==> src/rtl/bit_count_sequencer.sv <==
// Bit-count sequencer: scans N_WORDS bytes from a synchronous-read memory,
// hands each byte to a bit-count responder over the s/data/result/done
// handshake, and reports the total set bits, the largest per-word count
// and the address of the first word reaching it.
//
// Ports:
//   clk, reset     system clock, synchronous active-high reset
//   go             level start request (scan restarts only after go drops)
//   rd_addr        memory read address (1-cycle read latency)
//   rd_data        memory read data
//   s, data        start and byte under test to the responder
//   result, done   responder count (0..8) and completion
//   total          sum of all results
//   max_count      largest result seen
//   max_addr       address of the first word achieving max_count
//   finished       scan complete
//   error          responder timeout occurred
module bit_count_sequencer #(
   parameter int ADDR_W  = 5,
   parameter int N_WORDS = 32,
   parameter int TIMEOUT = 64
) (
   input  logic              clk,
   input  logic              reset,
   input  logic              go,
   output logic [ADDR_W-1:0] rd_addr,
   input  logic [7:0]        rd_data,
   output logic              s,
   output logic [7:0]        data,
   input  logic [3:0]        result,
   input  logic              done,
   output logic [ADDR_W+3:0] total,
   output logic [3:0]        max_count,
   output logic [ADDR_W-1:0] max_addr,
   output logic              finished,
   output logic              error
);

   localparam int TW = $clog2(TIMEOUT + 1);
   localparam logic [ADDR_W-1:0] LAST = ADDR_W'(N_WORDS - 1);
   // The counter is checked before incrementing, so the TIMEOUT-th waiting
   // cycle is the one where it reads TIMEOUT-1.
   localparam logic [TW-1:0] TLIM = TW'(TIMEOUT - 1);

   typedef enum logic [2:0] {
      IDLE,
      FETCH,
      LOAD,
      SETUP,
      ASSERT,
      RELEASE,
      FIN
   } state_t;

   state_t            state, state_nxt;
   logic [ADDR_W-1:0] idx, idx_nxt;
   logic [TW-1:0]     tmr, tmr_nxt;
   logic [7:0]        data_nxt;
   logic [ADDR_W+3:0] total_nxt;
   logic [3:0]        max_nxt;
   logic [ADDR_W-1:0] maxa_nxt;
   logic              err_nxt;

   // Handshake outputs decode straight from the state register, so any
   // transition out of ASSERT (including reset) drops s on that edge.
   assign s        = (state == ASSERT);
   assign finished = (state == FIN);
   assign rd_addr  = (state == IDLE) ? '0 : idx;

   always_ff @(posedge clk) begin
      if (reset) begin
         state     <= IDLE;
         idx       <= '0;
         tmr       <= '0;
         data      <= '0;
         total     <= '0;
         max_count <= '0;
         max_addr  <= '0;
         error     <= 1'b0;
      end else begin
         state     <= state_nxt;
         idx       <= idx_nxt;
         tmr       <= tmr_nxt;
         data      <= data_nxt;
         total     <= total_nxt;
         max_count <= max_nxt;
         max_addr  <= maxa_nxt;
         error     <= err_nxt;
      end
   end

   always_comb begin
      state_nxt = state;
      idx_nxt   = idx;
      tmr_nxt   = tmr;
      data_nxt  = data;
      total_nxt = total;
      max_nxt   = max_count;
      maxa_nxt  = max_addr;
      err_nxt   = error;
      unique case (state)
         IDLE: begin
            if (go) begin
               total_nxt = '0;
               max_nxt   = '0;
               maxa_nxt  = '0;
               err_nxt   = 1'b0;
               idx_nxt   = '0;
               state_nxt = FETCH;
            end
         end
         FETCH: begin
            state_nxt = LOAD;
         end
         LOAD: begin
            data_nxt  = rd_data;
            state_nxt = SETUP;
         end
         SETUP: begin
            // Responder latches data while s is low; hold it one cycle.
            tmr_nxt   = '0;
            state_nxt = ASSERT;
         end
         ASSERT: begin
            if (done) begin
               total_nxt = total + {{ADDR_W{1'b0}}, result};
               if (result > max_count) begin
                  max_nxt  = result;
                  maxa_nxt = idx;
               end
               tmr_nxt   = '0;
               state_nxt = RELEASE;
            end else if (tmr == TLIM) begin
               err_nxt   = 1'b1;
               state_nxt = FIN;
            end else begin
               tmr_nxt = tmr + 1'b1;
            end
         end
         RELEASE: begin
            if (!done) begin
               tmr_nxt = '0;
               if (idx == LAST) begin
                  state_nxt = FIN;
               end else begin
                  idx_nxt   = idx + 1'b1;
                  state_nxt = FETCH;
               end
            end else if (tmr == TLIM) begin
               err_nxt   = 1'b1;
               state_nxt = FIN;
            end else begin
               tmr_nxt = tmr + 1'b1;
            end
         end
         FIN: begin
            if (!go) state_nxt = IDLE;
         end
         default: begin
            state_nxt = IDLE;
         end
      endcase
   end

endmodule

==> config.mk <==
export PLATFORM = sky130hd
export DESIGN_NAME = bit_count_sequencer
export DESIGN_NICKNAME = d
export VERILOG_FILES = /design/src/rtl/bit_count_sequencer.sv
export SDC_FILE = /design/constraint.sdc
export NUM_CORES = 1
export LEC_CHECK = 0
export ABC_AREA = 1
export CAP_MARGIN = 20
export CORE_ASPECT_RATIO = 1.4
export CORE_MARGIN = 1
export CORE_UTILIZATION = 60
export CTS_BUF_LIST = sky130_fd_sc_hd__clkbuf_8
export CTS_CLUSTER_DIAMETER = 40
export DETAILED_ROUTE_END_ITERATION = 12
export DONT_BUFFER_PORTS = 1
export HOLD_SLACK_MARGIN = 0.12
export PLACE_DENSITY = 0.86
export SYNTH_ARGS = -nofsm -noshare
export SYNTH_HDL_FRONTEND = slang
export SYNTH_SLANG_ARGS = --single-unit
==> constraint.sdc <==
create_clock -name clk -period 1.85 [get_ports clk]
set_clock_uncertainty 0.1 [all_clocks]
set_input_delay 0.0925 -clock clk [delete_from_list [all_inputs] [get_ports clk]]
set_output_delay 0.0925 -clock clk [all_outputs]
set_load 0.05 [all_outputs]
After elaboration in Yosys (flattened, before gate mapping)
Index checks and enable logic that the tools add are counted. W data, S select, Z words.

Flip-flop bits (word level): 42. Latch bits: 0. Memory bits (writable): 0. Memory bits (read-only): 0. Input bits: 16. Word-level logic and storage cells: 69. Memories: 0.

Add/subtract/negate cells: 3. Multiply operators: 0. Div/mod/pow operators: 0. Magnitude comparators: 1. Equality and inequality tests: 16. Shifts and indexed selects: 0. Muxes and demuxes: 31. Bitwise operators: 0. Reductions and logical operators: 10.

Operator list (count): $mux W5 (6); $mux W7 (3); $pmux W3 S7 (1); $pmux W7 S3 (1); $pmux W5 S2 (2); $mux W3 (6); $mux W9 (2); $pmux W9 S2 (1); $mux W4 (3); $ne A2 B2 Y1 const B (6); $reduce_and A4 Y1 (3); $add A9 B4 Y9 (1); $eq A3 B3 Y1 const B (3); $pmux W4 S2 (1); $add A7 B1 Y7 const B (1); $eq A7 B6 Y1 const B (1); $eq A3 B2 Y1 const B (2); $reduce_bool A3 Y1 (2); $add A5 B1 Y5 const B (1); $eq A5 B5 Y1 const B (1); $gt A4 B4 Y1 (1); $mux W1 (4); $ne A2 B1 Y1 const B (2); $reduce_bool A2 Y1 (2); other kinds (5) (5).

Longest topological paths before layout
Depth after elaboration: 4. Mapped depth: 13. Mapped depth without buffers: 12.

Worst setup path before layout
No wires, ideal clock.

Path type: flip-flop to flip-flop. Start: register total[0]. End: register total[6]. Setup time: 64 ps. Arrival time: 1923 ps. Data required time: 1686 ps. Path slack: -236 ps. Stages on the path, launching flop included: 13. Path through: dfxtp_1 -> ha_1 -> inv_1 -> fa_1 -> inv_1 -> nand3_1 -> nand2_1 -> nand2_1 -> nor2_2 -> nand2_1 -> nand2_1 -> inv_1 -> nor2_1.

Longest elaborated chain between the ends: 3.

RTL lines: start, declared (line 32) `output logic [ADDR_W+3:0] total,`; start signal, assigned (line 85) `total <= total_nxt;`; $add A9 B4 Y9 (line 126) `total_nxt = total + {{ADDR_W{1'b0}}, result};`; $mux W9 (line 125) `if (done) begin`; $pmux W9 S2 (line 101) `unique case (state)`.

No other way between the ends. The select of a mux whose other input is x is not followed. A chain may end at the register's enable or synchronous reset.

Worst setup path in the final report
Start: register state[0]. End: output s.

Longest elaborated chain between the ends: 1.

RTL lines: start, declared (line 55) `state_t state, state_nxt;`; start signal, assigned (line 81) `state <= state_nxt;`; $eq A3 B3 Y1 (line 66) `assign s = (state == ASSERT);`; end, declared (line 28) `output logic s,`.

No other way between the ends.

==> flow_metrics.py <==
metrics = {
    "synthesis": {
        "yosysTopAreaCell": "dfxtp_1",
        "synth.distinct_cells": 29,
        "synth_seq_cells": 42,
        "synth_top_cell_area_share_pct": 36.64,
        "synth_common_cells": "nand2_1, nor2_1, inv_1, dfxtp_1, nand3_1",
        "avgSynthCellArea_um2": 6.829,
        "ys_async_sr_fraction_pct": 0,
        "synth_edf_count": 0,
        "synth-seq-area-share_pct": 36.64,
        "post-synth-top-count-cell": "nand2_1",
        "synthTopCellsByArea": "dfxtp_1, nand2_1, nor2_1",
        "synthFlopType": "dfxtp_1",
        "syn_area_mm2": 0.002295,
        "synth_nets": 364,
        "ys_warn_count": 0,
        "syn-instance-count": 336,
    },
    "clock_tree": {
        "path_clk_slew_ns": 0.09,
        "cts.sinks": 42,
        "cts_tree": "built",
        "root_buffer": "clkbuf_8",
        "clk_path_buf_depth": 2,
        "cts_max_level": 2,
        "cts_buffers": 5,
        "clk_latency_ns": 0.30,
        "postCtsSetupRepairBufs": 0,
    },
    "critical_path": {
        "cp_top_family": "buffers and inverters",
        "crit_buf_inv": 3,
        "end_kind": "output pin",
        "critPathMaxStageDelay_ns": 0.39,
        "crit_fanout": 7,
        "worstPathArrival_ns": 1.55,
        "crit_path_start_kind": "flip-flop",
        "path_common_cell": "buf_4",
        "path_cells": "nor2_4, nand2_2, inv_2, buf_4, buf_4",
        "critPathKind": "reg -> out",
        "critPathSlowestCell": "dfxtp_1",
        "cp.required_ns": 1.66,
        "r2r_slack_ns": 0.12,
    },
    "die": {
        "core_area_mm2": 0.003643,
        "die_y_um": 75.17,
        "rows": 26,
        "die-area_mm2": 0.004079,
        "initial_utilization_pct": 62.98,
        "io_pins": 50,
        "die_x_um": 54.27,
    },
    "outcome": {
        "status": "complete, no violations",
    },
    "placement": {
        "place_congestion": 0.9215,
        "portBuffers": 0,
        "dp_hpwl_mm": 3.708,
    },
    "route": {
        "antenna_left": 0,
        "wl_mm": 5.503,
        "avgViaCountPerCell": 5.465,
        "wl_per_cell_um": 13.20,
        "vias": 2279,
        "first_pass_iters": 4,
        "drt_iter0_markers": 88,
        "drc": 0,
    },
    "pwr": {
        "powerDensity_mw_per_mm2": 842.2,
        "irDropWorstVdd_mv": 0.6768,
        "p_leak_uw": 0.001253,
    },
    "timing": {
        "min_period_over_period_pct": 94.05,
        "timing.fmax_ghz": 0.5747,
        "fin_setup_tns_ns": 0,
        "slew_viol_final": 0,
        "rsz0062_at_grt": "false",
        "whs_ns": 0.2162,
        "finalWorstPathRequiredPeriod_ns": 1.740,
        "max_slew_margin_pct": 64.01,
        "timing_worst_slew_pin_value_ns": 0.5391,
        "hold_violations": 0,
        "setup_viol": 0,
    },
    "global_routing": {
        "antenna_found_initial": 0,
        "grt_max_degree": 27,
        "grt_pass1_wl_mm": 8.424,
        "grt.total_usage_pct": 28.53,
        "overflow": 0,
        "first_global_vias": 2113,
    },
    "run": {
        "maxCapViolations": 0,
    },
    "cells_and_area": {
        "utilization_pct": 75.96,
        "nNetsFinal": 402,
        "antenna_cells": 0,
        "syn2layout_area_growth_pct": 20.61,
        "drive_gt1_share_pct": 14.67,
    },
    "min_path": {
        "hold_path.class": "in -> reg",
    },
}
-- routing by layer --
layer / GRT usage (%) / wire length [µm]
met4: 16.52 / 138
met3: 7.475 / 284
met1: 27.34 / 2110
met2: 52.44 / 2969
met5: 0 / 0
-- report_power, final --
group / internal [µW] / total (µW) / switching, µW
Combinational: 216 / 598 / 382
Clock: 271 / 608 / 337
Sequential: 972 / 1120 / 152
-- cell families (layout without fill, tap and decap cells) --
group                    after synthesis  count (layout)  synth area share (%)
AND/OR/NAND/NOR                      170             170                 32.33
AO/OA/AOI/OAI                         57              57                 13.63
buffers and inverters                 51              90                 8.996
flip-flops                            42              42                 36.64
adder cells (fa/ha/maj)               12              12                 6.870
XOR/XNOR                               4               4                 1.527
-- timing repair --
| item | in CTS | in global routing |
|---|---|---|
| pin swaps | 1 | 2 |
| hold buffers | 16 | 0 |
| setup endpoints to repair | 1 | 4 |
| resized for setup | 1 | 6 |
| hold endpoints to repair | 33 | 0 |
-- metrics by stage --
stage | std cells | cell area, µm² | worst slack [ns] | power (µW)
after CTS | 417 | 2750 | 0.01463 | 2325
after global routing | 417 | 2768 | 0.001651 | 2448
final | 417 | 2768 | 0.1101 | 2331
after floorplan | 336 | 2303 | 0.03795 | 1559
after global placement | 393 | 2496 | 0.1306 | 1662
after detailed placement | 393 | 2496 | 0.02959 | 1682
-- final cells by class --
type | count | area, µm²
Clock buffer | 5 | 68.82
Clock inverter | 3 | 22.52
Fill cell | 269 | 875.8
Inverter | 43 | 161.4
Multi-Input combinational cell | 243 | 1265
Sequential cell | 42 | 852.1
Tap cell | 42 | 52.55
Timing Repair Buffer | 39 | 345.3
-- worst paths after layout --
check	from	end	cells after the start
worst max-delay path	state[0]	s	5
worst min-delay path	result[1]	total[3]	5
worst max register to register	idx[0]	idx[2]	10
worst min register to register	tmr[6]	tmr[6]	2
-- sequential cells by signal (all words and copies together), names as in the netlist --
name and count:
tmr 7, idx 5, max_count 4, error 1, total 9, data 8, max_addr 5, state 3
-- layout by cell type (no fill, tap or decap), types with 2 or more instances in the layout --
master          n
buf_4          22
o21ai_1         2
nor2_1         47
nor3_1          2
nand2_1        74
dfxtp_1        35
clkbuf_8        5
o21ai_0        22
nand4_1         4
nand3_1        28
dfxtp_2         6
a21oi_1        27
nand2_2         7
inv_1          42
xor2_1          4
nand3b_1        2
nor2_4          3
dlygate4sd3_1  16
ha_1           10
-- worst reg2reg max path: stages, from the launching register on --
cell and delay [ns]:
dfxtp_2 0.34, ha_1 0.21, nand2_1 0.08, nor2_1 0.04, ha_1 0.19, nor2_1 0.12
nand2_2 0.10, nand2_1 0.08, nand2_1 0.12, o21ai_0 0.17, a21oi_1 0.06
Power figures use the tool's default switching activity.
